`src/rtl/ooo_pkg.sv`:
```
// Shared definitions for the out-of-order core: tag width, CDB port map,
// the registered broadcast record and a small pointer-width helper.
package ooo_pkg;

    localparam int TAG_W     = 4;
    localparam int CDB_N_REQ = 3;

    // Fixed CDB requester slots
    localparam int CDB_ALU = 0;
    localparam int CDB_MUL = 1;
    localparam int CDB_LSU = 2;

    typedef struct packed {
        logic             wr;
        logic [TAG_W-1:0] tag;
        logic [31:0]      wdata;
    } cdb_bcast_t;

    // Bits needed to index n requesters; a single requester still gets one bit
    function automatic int ptr_width(input int n);
        return (n > 1) ? $clog2(n) : 1;
    endfunction

endpackage

```
`src/rtl/cdb_arbiter_if.sv`:
```
// Bundles between the execution units and the CDB arbiter (exu2cdb_itf),
// and between the arbiter and the CDB consumers (cdb_itf).
interface exu2cdb_itf #(
    parameter int N_REQ = ooo_pkg::CDB_N_REQ,
    parameter int TAG_W = ooo_pkg::TAG_W
);
    logic [N_REQ-1:0]       req;
    logic [N_REQ*TAG_W-1:0] req_tag;
    logic [N_REQ*32-1:0]    req_wdata;
    logic [N_REQ-1:0]       rdy;

    // Execution-unit side raises requests and sees grants
    modport master (output req, output req_tag, output req_wdata, input rdy);
    // Arbiter side consumes requests and returns grants
    modport slave  (input req, input req_tag, input req_wdata, output rdy);
endinterface

interface cdb_itf #(
    parameter int TAG_W = ooo_pkg::TAG_W
);
    logic             wr;
    logic [TAG_W-1:0] tag;
    logic [31:0]      wdata;

    // Arbiter drives the broadcast
    modport master (output wr, output tag, output wdata);
    // RFU, reservation stations and ROB listen
    modport slave  (input wr, input tag, input wdata);
endinterface

```
`src/rtl/cdb_arbiter_rr.sv`:
```
// Combinational round-robin picker: scans from ptr upward with wrap and
// returns the first requester as a one-hot grant plus its index.
module rr_arbiter
    import ooo_pkg::*;
#(
    parameter int N     = CDB_N_REQ,
    parameter int PTR_W = ptr_width(N)
) (
    input  logic [N-1:0]     req,
    input  logic [PTR_W-1:0] ptr,
    output logic [N-1:0]     gnt,
    output logic [PTR_W-1:0] winner,
    output logic             any_req
);

    localparam logic [PTR_W:0] N_EXT = (PTR_W+1)'(N);

    logic [PTR_W:0]   sum;
    logic [PTR_W-1:0] idx;

    // Walk ptr, ptr+1, ... with an explicit wrap so non-power-of-2 N works
    always_comb begin
        gnt     = '0;
        winner  = '0;
        any_req = 1'b0;
        sum     = '0;
        idx     = '0;
        for (int k = 0; k < N; k++) begin
            sum = {1'b0, ptr} + (PTR_W+1)'(k);
            if (sum >= N_EXT) begin
                sum = sum - N_EXT;
            end
            idx = sum[PTR_W-1:0];
            if (!any_req && req[idx]) begin
                any_req = 1'b1;
                winner  = idx;
            end
        end
        if (any_req) begin
            gnt[winner] = 1'b1;
        end
    end

endmodule

```
`src/rtl/cdb_arbiter.sv`:
```
// Common data bus arbiter: picks one execution unit per cycle round-robin,
// returns a one-hot rdy, and broadcasts the winner's tag/data one cycle later.
// TAG_W must match ooo_pkg::TAG_W since the broadcast register uses cdb_bcast_t.
module cdb_arbiter
    import ooo_pkg::*;
#(
    parameter int N_REQ = CDB_N_REQ,
    parameter int TAG_W = ooo_pkg::TAG_W
) (
    input  logic        clk,
    input  logic        rst_n,
    input  logic        flush,
    exu2cdb_itf.slave   exu,
    cdb_itf.master      cdb
);

    localparam int               PTR_W = ptr_width(N_REQ);
    localparam logic [PTR_W-1:0] LAST  = PTR_W'(N_REQ - 1);

    logic [PTR_W-1:0] ptr;
    logic [PTR_W-1:0] winner;
    logic [N_REQ-1:0] gnt;
    logic             any_req;
    logic             transfer;
    logic [TAG_W-1:0] sel_tag;
    logic [31:0]      sel_wdata;
    cdb_bcast_t       bcast;

    rr_arbiter #(
        .N     (N_REQ),
        .PTR_W (PTR_W)
    ) u_rr (
        .req     (exu.req),
        .ptr     (ptr),
        .gnt     (gnt),
        .winner  (winner),
        .any_req (any_req)
    );

    // A grant is a transfer: flush and reset suppress it entirely
    assign transfer = any_req & ~flush & rst_n;
    assign exu.rdy  = transfer ? gnt : '0;

    // Select the granted unit's payload (gnt is one-hot, so order is irrelevant)
    always_comb begin
        sel_tag   = '0;
        sel_wdata = '0;
        for (int i = 0; i < N_REQ; i++) begin
            if (gnt[i]) begin
                sel_tag   = exu.req_tag[i*TAG_W +: TAG_W];
                sel_wdata = exu.req_wdata[i*32 +: 32];
            end
        end
    end

    // Priority pointer moves just past the winner on every transfer
    always_ff @(posedge clk) begin
        if (!rst_n) begin
            ptr <= '0;
        end else if (transfer) begin
            ptr <= (winner == LAST) ? '0 : winner + 1'b1;
        end
    end

    // Broadcast register: valid for one cycle per transfer, payload held otherwise
    always_ff @(posedge clk) begin
        if (!rst_n) begin
            bcast <= '0;
        end else if (transfer) begin
            bcast.wr    <= 1'b1;
            bcast.tag   <= sel_tag;
            bcast.wdata <= sel_wdata;
        end else begin
            bcast.wr    <= 1'b0;
        end
    end

    assign cdb.wr    = bcast.wr;
    assign cdb.tag   = bcast.tag;
    assign cdb.wdata = bcast.wdata;

endmodule

```
`src/flat_wrapper.sv`:
```
// flat-port wrapper written by rule: the top's interface ports become plain ports
module cdb_arbiter_flat import ooo_pkg::*;
#(
    parameter int N_REQ = CDB_N_REQ,
    parameter int TAG_W = ooo_pkg::TAG_W
)
  (clk, rst_n, flush, exu_req, exu_req_tag, exu_req_wdata, exu_rdy, cdb_wr, cdb_tag, cdb_wdata);
  exu2cdb_itf #(.N_REQ(N_REQ), .TAG_W(TAG_W)) exu_i ();
  cdb_itf #(.TAG_W(TAG_W)) cdb_i ();
  input  logic clk;
  input  logic rst_n;
  input  logic flush;
  input wire logic [$bits(exu_i.req)-1:0] exu_req;
  input wire logic [$bits(exu_i.req_tag)-1:0] exu_req_tag;
  input wire logic [$bits(exu_i.req_wdata)-1:0] exu_req_wdata;
  output wire logic [$bits(exu_i.rdy)-1:0] exu_rdy;
  output wire logic [$bits(cdb_i.wr)-1:0] cdb_wr;
  output wire logic [$bits(cdb_i.tag)-1:0] cdb_tag;
  output wire logic [$bits(cdb_i.wdata)-1:0] cdb_wdata;
  assign exu_i.req = exu_req;
  assign exu_i.req_tag = exu_req_tag;
  assign exu_i.req_wdata = exu_req_wdata;
  assign exu_rdy = exu_i.rdy;
  assign cdb_wr = cdb_i.wr;
  assign cdb_tag = cdb_i.tag;
  assign cdb_wdata = cdb_i.wdata;
  cdb_arbiter #(.N_REQ(N_REQ), .TAG_W(TAG_W)) u_core (.clk(clk), .rst_n(rst_n), .flush(flush), .exu(exu_i), .cdb(cdb_i));
endmodule
```
`config.mk`:
```
export PLATFORM = sky130hd
export DESIGN_NAME = cdb_arbiter_flat
export DESIGN_NICKNAME = d
export VERILOG_FILES = /design/src/rtl/ooo_pkg.sv /design/src/rtl/cdb_arbiter_if.sv /design/src/rtl/cdb_arbiter_rr.sv /design/src/rtl/cdb_arbiter.sv /design/src/flat_wrapper.sv
export SDC_FILE = /design/constraint.sdc
export NUM_CORES = 1
export LEC_CHECK = 0
export ABC_AREA = 1
export ABC_CLOCK_PERIOD_IN_PS = 2950
export BUFFER_PORTS_ARGS = -buffer_cell sky130_fd_sc_hd__buf_2
export CAP_MARGIN = 20
export CORE_ASPECT_RATIO = 0.8
export CORE_MARGIN = 2
export CORE_UTILIZATION = 48
export CTS_CLUSTER_DIAMETER = 120
export DETAILED_ROUTE_END_ITERATION = 7
export PLACE_DENSITY = 0.82
export SETUP_SLACK_MARGIN = 0.5
export SLEW_MARGIN = 20
export SYNTH_ARGS = -nofsm -noshare
export SYNTH_HDL_FRONTEND = slang
export SYNTH_SLANG_ARGS = --single-unit
export TNS_END_PERCENT = 50
```
`constraint.sdc`:
```
create_clock -name clk -period 2.95 [get_ports clk]
set_input_delay 0.295 -clock clk [delete_from_list [all_inputs] [get_ports clk]]
set_output_delay 0.295 -clock clk [all_outputs]
set_load 0.02 [all_outputs]
```
==> results of run 1 <==
## how the worst min path moves through the flow
stage / start / end / slack (ns) / cells past startpoint
finish: exu_req_wdata[26] / u_core.cdb.wdata[26] / 0.35 / 5
global route: exu_req_wdata[3] / u_core.cdb.wdata[3] / 0.37 / 5
CTS: exu_req_wdata[27] / u_core.cdb.wdata[27] / 0.35 / 5
detailed placement: u_core.cdb.tag[0] / u_core.cdb.tag[0] / 0.46 / 2
global placement: u_core.cdb.wdata[29] / u_core.cdb.wdata[29] / 0.45 / 2
floorplan: u_core.ptr[1] / u_core.ptr[1] / 0.47 / 2
## kinds of logic after synthesis
| kind of cell | count (synthesis) |
|---|---|
| AND/OR/NAND/NOR | 335 |
| buffers and inverters | 154 |
| AO/OA/AOI/OAI | 41 |
| flip-flops | 39 |
| adder cells (fa/ha/maj) | 4 |
## metrics by stage
stage	hold slack [ns]	setup slack (ns)	total power [W]	cells
4_1_cts	0.3496	0.4710	0.002035	802
2_1_floorplan	0.4729	0.5746	0.001361	573
3_3_place_gp	0.4541	0.09431	0.001574	790
5_1_grt	0.3675	0.3700	0.002377	820
3_5_place_dp	0.4582	-0.05087	0.001593	790
6_report	0.3530	0.4813	0.002222	820
## critical path, cell delays in order (launching register included)
cell     delay [ns]
dfxtp_4        0.38
inv_4          0.04
ha_4           0.30
inv_4          0.05
nand2_4        0.07
nand2_4        0.06
a21oi_4        0.22
nand2_2        0.09
nor2_4         0.18
nor3_4         0.06
inv_2          0.09
buf_8          0.12
nor3_2         0.04
buf_4          0.16
## metal layers
layer	part of all wire [%]	vias to the layer above	global-route usage, %
met5	0	-	0
met4	2.3	0	6.429
met3	12	24	5.049
met2	46	257	43.82
met1	39	1760	32.06
li1	-	2033	-
## cell type report
| class | instances | share of cell area (%) |
|---|---|---|
| Inverter | 122 | 10.35 |
| Sequential cell | 39 | 17.63 |
| Multi-Input combinational cell | 382 | 42.78 |
| Tap cell | 84 | 2.350 |
| Timing Repair Buffer | 185 | 24.65 |
| Clock buffer | 8 | 2.238 |
## state kept, by name, summed over array words and instances, names as in the netlist
register          cells
u_core.cdb.tag        4
u_core.ptr            2
u_core.cdb.wr         1
u_core.cdb.wdata     32
## cells in the final DEF (no fill, tap or decap), drive strengths merged
cell type	count
a21oi	39
buf	185
clkbuf	8
dfxtp	39
ha	4
inv	122
nand2	242
nand3	78
nand3b	1
nand4	4
nor2	9
nor3	3
o21ai	2
## power groups by stage
stage               registers, W  clock network, W  logic, W
detailed placement      0.000616                 0  0.000977
global placement        0.000614                 0  0.000960
CTS                     0.000605          0.000421   0.00101
floorplan               0.000671                 0  0.000690
finish                  0.000606          0.000411   0.00120
global route            0.000612          0.000442   0.00132
## repair_timing
action | 4_1_cts | 5_1_grt
endpoints found under the setup margin | 39 | 39
resized for setup | 14 | 27
endpoints found under the hold margin | 0 | 0
setup buffers | 4 | 16
gates cloned | 0 | 2
hold buffers | 0 | 0
pin swaps | 3 | 12
==> summary.txt, run 1 <==
Synth warn = 0
Yosys top cell area share = 27.40%
R2R Setup Slk = 0.61 ns
Post-detail-place hpwl = 6879 um
# clock sinks = 39
Starting Density = 50.37%
First-pass GRT wire length = 15240 um
Adder-Cell Fraction of Synth Area = 1.535%
Post-synth EDFFs = 0
Final non-filler cell area = 4472 um2
Logic pwr share = 54.2%
Pwr dens = 496.9 nW/um2
Switching Fraction = 42.81%
CTS max path bufs = 2
Core area = 6474 um2
Avg Synthesized Cell Area = 5.690 um2
Synth top cells by count = 238 x nand2_1, 120 x inv_1, 77 x nand3_1
Worst Setup SP = u_core.ptr[0]
FILL cells = 591
Dominant cell type by area after synthesis = nand2_1
Synth Net Count = 691
Remaining Overflow, GRT = 0
Simple-gate share of the synthesized area = 43.51%
DRC violations left = 0
Pint = 0.001271 W
Setup violators final = 0
Util after Layout = 69.08%
RSZ-0062 raised after global routing = yes
Min cycle time layout = 2.469 ns
Vias in the first global route = 3360
Die height = 77.72 um
Setup crit end = exu_rdy[0]
Max-slew headroom = 58.61%
Netlist cell types = 25
Port bufs = 153
Flop pwr share = 27.3%
Syn Inst Count = 573
Pre-antenna DRT Iters = 5
Max Clock Freq = 405.1 MHz
Mapped cell area = 3261 um2
Die area = 7472 um2
RePlAce Congestion = 0.8859
Multi-input gate area = 1913 um2
CTS tree = built
Leak pwr = 2.713 nW
Clock Power Share = 18.5%
Antenna diodes = 0
Pin count of the biggest net entering global routing = 40
Width of the die = 96.15 um
Synth Area in Compound Gates = 10.09%
Hold Fails Final Rpt = 0
Critical path peak fanout = 6
Startpoint class of the critical path = flip-flop
Slew Viols, Final = 0
Worst r2r dst = u_core.cdb.wdata[14]
Vias post-DR = 4074
Critical path capture point type = output port
Max Cap Viol = 0
RR Startpoint = u_core.ptr[0]
Mux contribution to synthesized area = 0%
Worst min path class = in2reg
CP Data Required Time = 2.65 ns
Tightest Pin Transition = 0.6208 ns
Skew-Pair Late Insertion Delay = 0.29 ns
Final #Nets = 853
CTS clk-pin slew, worst paths = 0.08 ns
Status = complete, no violations
Rows = 26
CTS Buf Count = 5
Largest cells by area after synthesis = nand2_1 27%, dfxtp_1 24%, inv_1 14%
Top-count cell post-synth = nand2_1
Share of cells above drive strength 1 = 34.65%
Final ANT Viol Nets = 0
Critical path type = reg2out
DRT iter0 DRCs = 235
R2R cell count = 16
Placed Area = 4016 um2
Gr usage total = 25.41%
Sw power = 0.0009512 W
XOR/XNOR Fraction of Synth Area = 0%
Reg area = 788.3 um2
Vias per inst = 4.968
Main synth FF type = dfxtp_1
WL/cell = 13.18 um
Number of H-tree levels = 2
Clk root buf = clkbuf_8
CP arrival = 2.17 ns
Share of async-settable or async-resettable flops after synthesis = 0%
Tcrit/Tclk final = 83.69%
Initial antenna violation count = 0
Register bit total from synthesis = 39
Area Overhead vs Synth = 37.15%
# IOs = 154
Sequential-to-total area share from yosys stat = 23.94%
VDD IR-drop max = 0.2448 mV
Largest family of logic cells by synthesized area = simple AND/OR/NAND/NOR gates
Max Clock Skew = 0.004014 ns
Setup TNS = 0 ns
Final wirelength = 10810 um
Note: power is estimated with default switching activity, not from simulation.
==> run 2, diff against run 1 <==
Settings changed: ABC_CLOCK_PERIOD_IN_PS 2950 to 2210, CORE_UTILIZATION 48 to 43, PLACE_DENSITY 0.82 to 0.78.
Clock period 2.95 ns to 2.21 ns, I/O delays scaled along.
==> summary.txt, run 2 (synthesized netlist as in run 1, its figures left out) <==
Max-slew headroom = 57.99%
Clock Power Share = 15.8%
VDD IR-drop max = 0.3860 mV
Final non-filler cell area = 5070 um2
# IOs = 154
Largest regs = u_core.cdb.wdata (32), u_core.cdb.tag (4), u_core.ptr (2)
Switching Fraction = 41.84%
Antenna diodes = 0
CTS max path bufs = 2
Tightest Pin Transition = 0.6302 ns
Starting Density = 44.32%
Area Overhead vs Synth = 55.49%
CP cell instances = inv_4 -> ha_4 -> inv_4 -> nand2_2 -> nand2_2 -> a21oi_4 -> nand4_1 -> nand2_2 -> buf_6 -> buf_6 -> nor2_8 -> buf_12 -> clkbuf_16 -> nand3_2 -> nand2_1 -> nand2_1 -> a21oi_2
Skew-Pair Late Insertion Delay = 0.29 ns
WP depth = 17
Leading cell type in the layout, fill and taps excluded = nand2_1
Clk root buf = clkbuf_8
Leak pwr = 2.932 nW
Util after Layout = 68.91%
Commonest cells after routing, fill and taps aside = 203 x nand2_1, 150 x buf_2, 111 x inv_1
CP Data Required Time = 2.36 ns
Die height = 81.89 um
CP peak stage delay = 0.38 ns
Setup crit end = u_core.cdb.wdata[20]
First-pass GRT wire length = 16660 um
Status = finished with violations
RePlAce Congestion = 0.8816
Pre-antenna DRT Iters = 5
R2R cell count = 17
Worst Setup SP = u_core.ptr[0]
Gr usage total = 25.28%
Hold Fails Final Rpt = 0
CP arrival = 2.49 ns
Width of the die = 101.4 um
Max Clock Skew = 0.007162 ns
Buf/Inv on CP = 6
Startpoint class of the critical path = flip-flop
Total Power = 0.003385 W
Max reg flops = 32
Post-detail-place hpwl = 7250 um
Final wirelength = 11510 um
CTS clk-pin slew, worst paths = 0.08 ns
R2R Setup Slk = -0.13 ns
Die area = 8299 um2
Slew Viols, Final = 0
Critical path capture point type = flip-flop
DRT iter0 DRCs = 158
FILL cells = 617
Placed Area = 4262 um2
Number of H-tree levels = 2
Core area = 7357 um2
Max Cap Viol = 0
Critical path type = reg2reg
CTS tree = built
RSZ-0062 raised after global routing = yes
Logic pwr share = 60.3%
Flop pwr share = 23.8%
Pin count of the biggest net entering global routing = 39
Largest Register = u_core.cdb.wdata
Sw power = 0.001416 W
DRC violations left = 0
Port bufs = 153
Critical path peak fanout = 7
Max Clock Freq = 427.5 MHz
# clock sinks = 39
Final ANT Viol Nets = 0
Initial antenna violation count = 0
Vias in the first global route = 3711
CTS Buf Count = 5
Pint = 0.001968 W
Remaining Overflow, GRT = 0
Violated checks = negative setup slack
Tcrit/Tclk final = 105.9%
Vias post-DR = 4157
Rows = 28
RR Startpoint = u_core.ptr[0]
Worst path top cell family by delay = buffers and inverters
Min cycle time layout = 2.339 ns
Vias per inst = 4.955
Share of cells above drive strength 1 = 44.19%
Setup violators final = 39
Slowest cell on the critical path = dfxtp_4
Worst r2r dst = u_core.cdb.wdata[20]
Worst min path class = in2reg
CP most frequent cell = nand2_2
Final worst slack = -0.1294 ns
Pwr dens = 667.6 nW/um2
Final #Nets = 866
WL/cell = 13.72 um
[run 2: cell count changes in the layout (fill, tap and decap cells not counted), sizes merged]
cell,before,now
buf,185,195
bufbuf,0,1
clkbuf,8,12
nor2,9,7
[run 2: final cells by class]
type | count | area, um2 | area share (%)
Multi-Input combinational cell | 380 | 2122 | 41.86
Timing Repair Buffer | 200 | 1484 | 29.27
Sequential cell | 39 | 788.3 | 15.55
Inverter | 122 | 462.9 | 9.131
Tap cell | 90 | 112.6 | 2.221
Clock buffer | 8 | 100.1 | 1.974
[run 2: through the flow]
| stage | std cells | TNS, ns | hold WS (ns) | worst slack [ns] |
|---|---|---|---|---|
| 6_report | 839 | -3.575 | 0.2812 | -0.1294 |
| 5_1_grt | 839 | -8.615 | 0.2997 | -0.2534 |
| 4_1_cts | 830 | -0.8199 | 0.2789 | -0.09216 |
| 3_5_place_dp | 806 | -0.1421 | 0.4631 | -0.01932 |
| 3_3_place_gp | 806 | 0 | 0.4511 | 0.02074 |
| 2_1_floorplan | 573 | 0 | 0.4663 | 0.2367 |
[run 2: worst reg2reg max path: stages (launching register included)]
cell and delay (ns):
dfxtp_4 0.38, inv_4 0.04, ha_4 0.31, inv_4 0.05, nand2_2 0.05, nand2_2 0.07, a21oi_4 0.22, nand4_1 0.13
nand2_2 0.12, buf_6 0.13, buf_6 0.12, nor2_8 0.05, buf_12 0.14, clkbuf_16 0.16, nand3_2 0.05, nand2_1 0.05
nand2_1 0.09, a21oi_2 0.06
[run 2: power by group through the flow]
stage / Sequential, W / Clock (W) / Combinational (W)
after floorplan: 0.000897 / 0 / 0.000993
after global placement: 0.000821 / 0 / 0.00147
after detailed placement: 0.000822 / 0 / 0.00150
after CTS: 0.000806 / 0.000554 / 0.00172
after global routing: 0.000814 / 0.000582 / 0.00222
final: 0.000806 / 0.000536 / 0.00204
[run 2: worst min path at each step]
stage	endpoint	cells after the start	from
after CTS	u_core.cdb.wdata[28]	5	exu_req_wdata[28]
after global routing	u_core.cdb.wdata[0]	5	exu_req_wdata[0]
after global placement	u_core.cdb.wdata[26]	2	u_core.cdb.wdata[26]
final	u_core.cdb.wdata[28]	5	exu_req_wdata[28]
after detailed placement	u_core.cdb.wdata[28]	2	u_core.cdb.wdata[28]
after floorplan	u_core.cdb.tag[0]	4	exu_req_tag[0]
[run 2: per-layer routing]
metal  track usage [%]  share of wire (%)
met5                 0                  0
met4             8.919                3.0
met3             4.936                8.7
met2             46.36                 46
met1             29.44                 42
[run 2: repair_timing]
item	in CTS	in global routing
setup buffers	13	4
gates cloned	3	5
gates resized for setup	23	81
hold buffers	0	0
pin swaps	9	56
endpoints found under the setup margin	42	42
==> run 3, diff against run 2 <==
Settings changed: HOLD_SLACK_MARGIN set to 0.05, PLACE_DENSITY 0.78 to 0.84.
==> summary.txt, run 3 (synthesized netlist as in run 1, its figures left out) <==
Share of cells above drive strength 1 = 41.93%
R2R Setup Slk = -0.20 ns
Hold-fix buffers, CTS = 0
Pin count of the biggest net entering global routing = 40
VDD IR-drop max = 0.3119 mV
Die area = 8299 um2
Min cycle time layout = 2.436 ns
Hold Fails Final Rpt = 0
Pre-antenna DRT Iters = 5
RSZ-0062 raised after global routing = yes
RR Startpoint = u_core.ptr[0]
Violated checks = negative setup slack
Critical path capture point type = output port
Skew-Pair Late Insertion Delay = 0.28 ns
CTS clk-pin slew, worst paths = 0.08 ns
Worst Setup SP = u_core.ptr[0]
Util after Layout = 67.40%
Pwr dens = 664.0 nW/um2
CP most frequent cell = nand2_2
DRC violations left = 0
CP arrival = 2.21 ns
Core area = 7357 um2
Buf/Inv on CP = 5
Critical path peak fanout = 6
# clock sinks = 39
Slowest cell on the critical path = dfxtp_4
Vias post-DR = 4200
CP cell instances = inv_4 -> ha_4 -> inv_4 -> nand2_2 -> nand2_2 -> a21oi_4 -> nand4_1 -> nand2_2 -> buf_6 -> inv_6 -> nor3_4 -> buf_6
Final worst slack = -0.2255 ns
Tcrit/Tclk final = 110.2%
Tightest Pin Transition = 0.6414 ns
Placed Area = 4187 um2
First-pass GRT wire length = 17540 um
# IOs = 154
Commonest cells after routing, fill and taps aside = 200 x nand2_1, 150 x buf_2, 107 x inv_1
Largest regs = u_core.cdb.wdata (32), u_core.cdb.tag (4), u_core.ptr (2)
Starting Density = 44.32%
Startpoint class of the critical path = flip-flop
Final non-filler cell area = 4959 um2
DRT iter0 DRCs = 200
Antenna diodes = 0
Worst path top cell family by delay = simple AND/OR/NAND/NOR gates
Post-detail-place hpwl = 7184 um
Max Clock Freq = 410.6 MHz
WL/cell = 13.97 um
Max Cap Viol = 0
RePlAce Congestion = 0.9510
Area Overhead vs Synth = 52.07%
Total Power = 0.003293 W
CTS Buf Count = 5
Max Clock Skew = 0.004738 ns
Slew Viols, Final = 0
Die height = 81.89 um
Vias per inst = 4.965
CP peak stage delay = 0.39 ns
Width of the die = 101.4 um
Hold wc startpoint = exu_req_wdata[17]
Place WS = -0.2143 ns
Status = finished with violations
Leak pwr = 2.904 nW
Leading cell type in the layout, fill and taps excluded = nand2_1
Worst min path class = in2reg
Gr usage total = 26.69%
FILL cells = 627
Max-slew headroom = 57.24%
Final #Nets = 873
Initial antenna violation count = 0
Setup violators final = 39
CTS tree = built
Final ANT Viol Nets = 0
Number of H-tree levels = 2
Port bufs = 153
CP Data Required Time = 1.99 ns
Largest Register = u_core.cdb.wdata
Final wirelength = 11820 um
Remaining Overflow, GRT = 0
Critical path type = reg2out
CTS max path bufs = 2
Max reg flops = 32
Clk root buf = clkbuf_8
Rows = 28
Vias in the first global route = 3865
==> run 3: changes by cell type in the layout (fill, tap and decap cells not counted), moves of 2 or more <==
cell       change
nand3_1       +24
buf_4          +9
buf_6          +2
nand2_1        -3
nand3_2       -24
clkbuf_16      -3
inv_2          +3
a21oi_2        -3
inv_1          -4
buf_8          -3
a21oi_1        +3
nor2_4         +2
==> run 3: power by group <==
part | internal [W] | total, W | switching [W]
clock network | 0.000285 | 0.000535 | 0.000250
logic | 0.000848 | 0.00195 | 0.00110
registers | 0.000769 | 0.000809 | 0.0000399
total | 0.00190 | 0.00329 | 0.00139
==> run 3: layer usage <==
layer	vias to the layer above	GRT usage, %	wire length [um]
li1	2078	-	-
met5	-	0	0
met1	1840	31.12	4874
met2	257	48.28	5604
met3	25	5.021	1119
met4	0	10.95	218
==> run 3: path summary, 6_finish.rpt <==
check,to,cells after the start
max,exu_rdy[1],12
min,u_core.cdb.wdata[17],5
max reg2reg,u_core.cdb.wdata[30],16
min reg2reg,u_core.cdb.wdata[28],2
==> run 3: area by class of cell <==
type	instances	area (um2)	share of cell area, %
inverters	122	467.9	9.437
flip-flops and latches	39	788.3	15.90
clock buffers	8	100.1	2.019
well taps	90	112.6	2.271
multi-input cells	382	2036	41.05
repair buffers	205	1454	29.32
==> run 3: per-stage QoR <==
stage	hold slack [ns]	setup TNS, ns	std cells
after floorplan	0.4663	0	573
after global placement	0.4557	-3.968	801
after detailed placement	0.4569	-6.697	801
after CTS	0.2833	-1.364	839
after global routing	0.3013	-9.263	846
final	0.2894	-6.644	846
==> run 3: tightest hold or removal path, cell delays in order <==
cell     delay, ns
buf_2         0.10
nand3_1       0.07
nand2_1       0.05
nand2_1       0.06
a21oi_2       0.05
==> run 3: timing repair <==
action	4_1_cts	5_1_grt
setup buffers	25	6
resized for setup	34	50
gates cloned	5	1
endpoints found under the hold margin	0	0
pin swaps	27	28
endpoints found under the setup margin	42	42
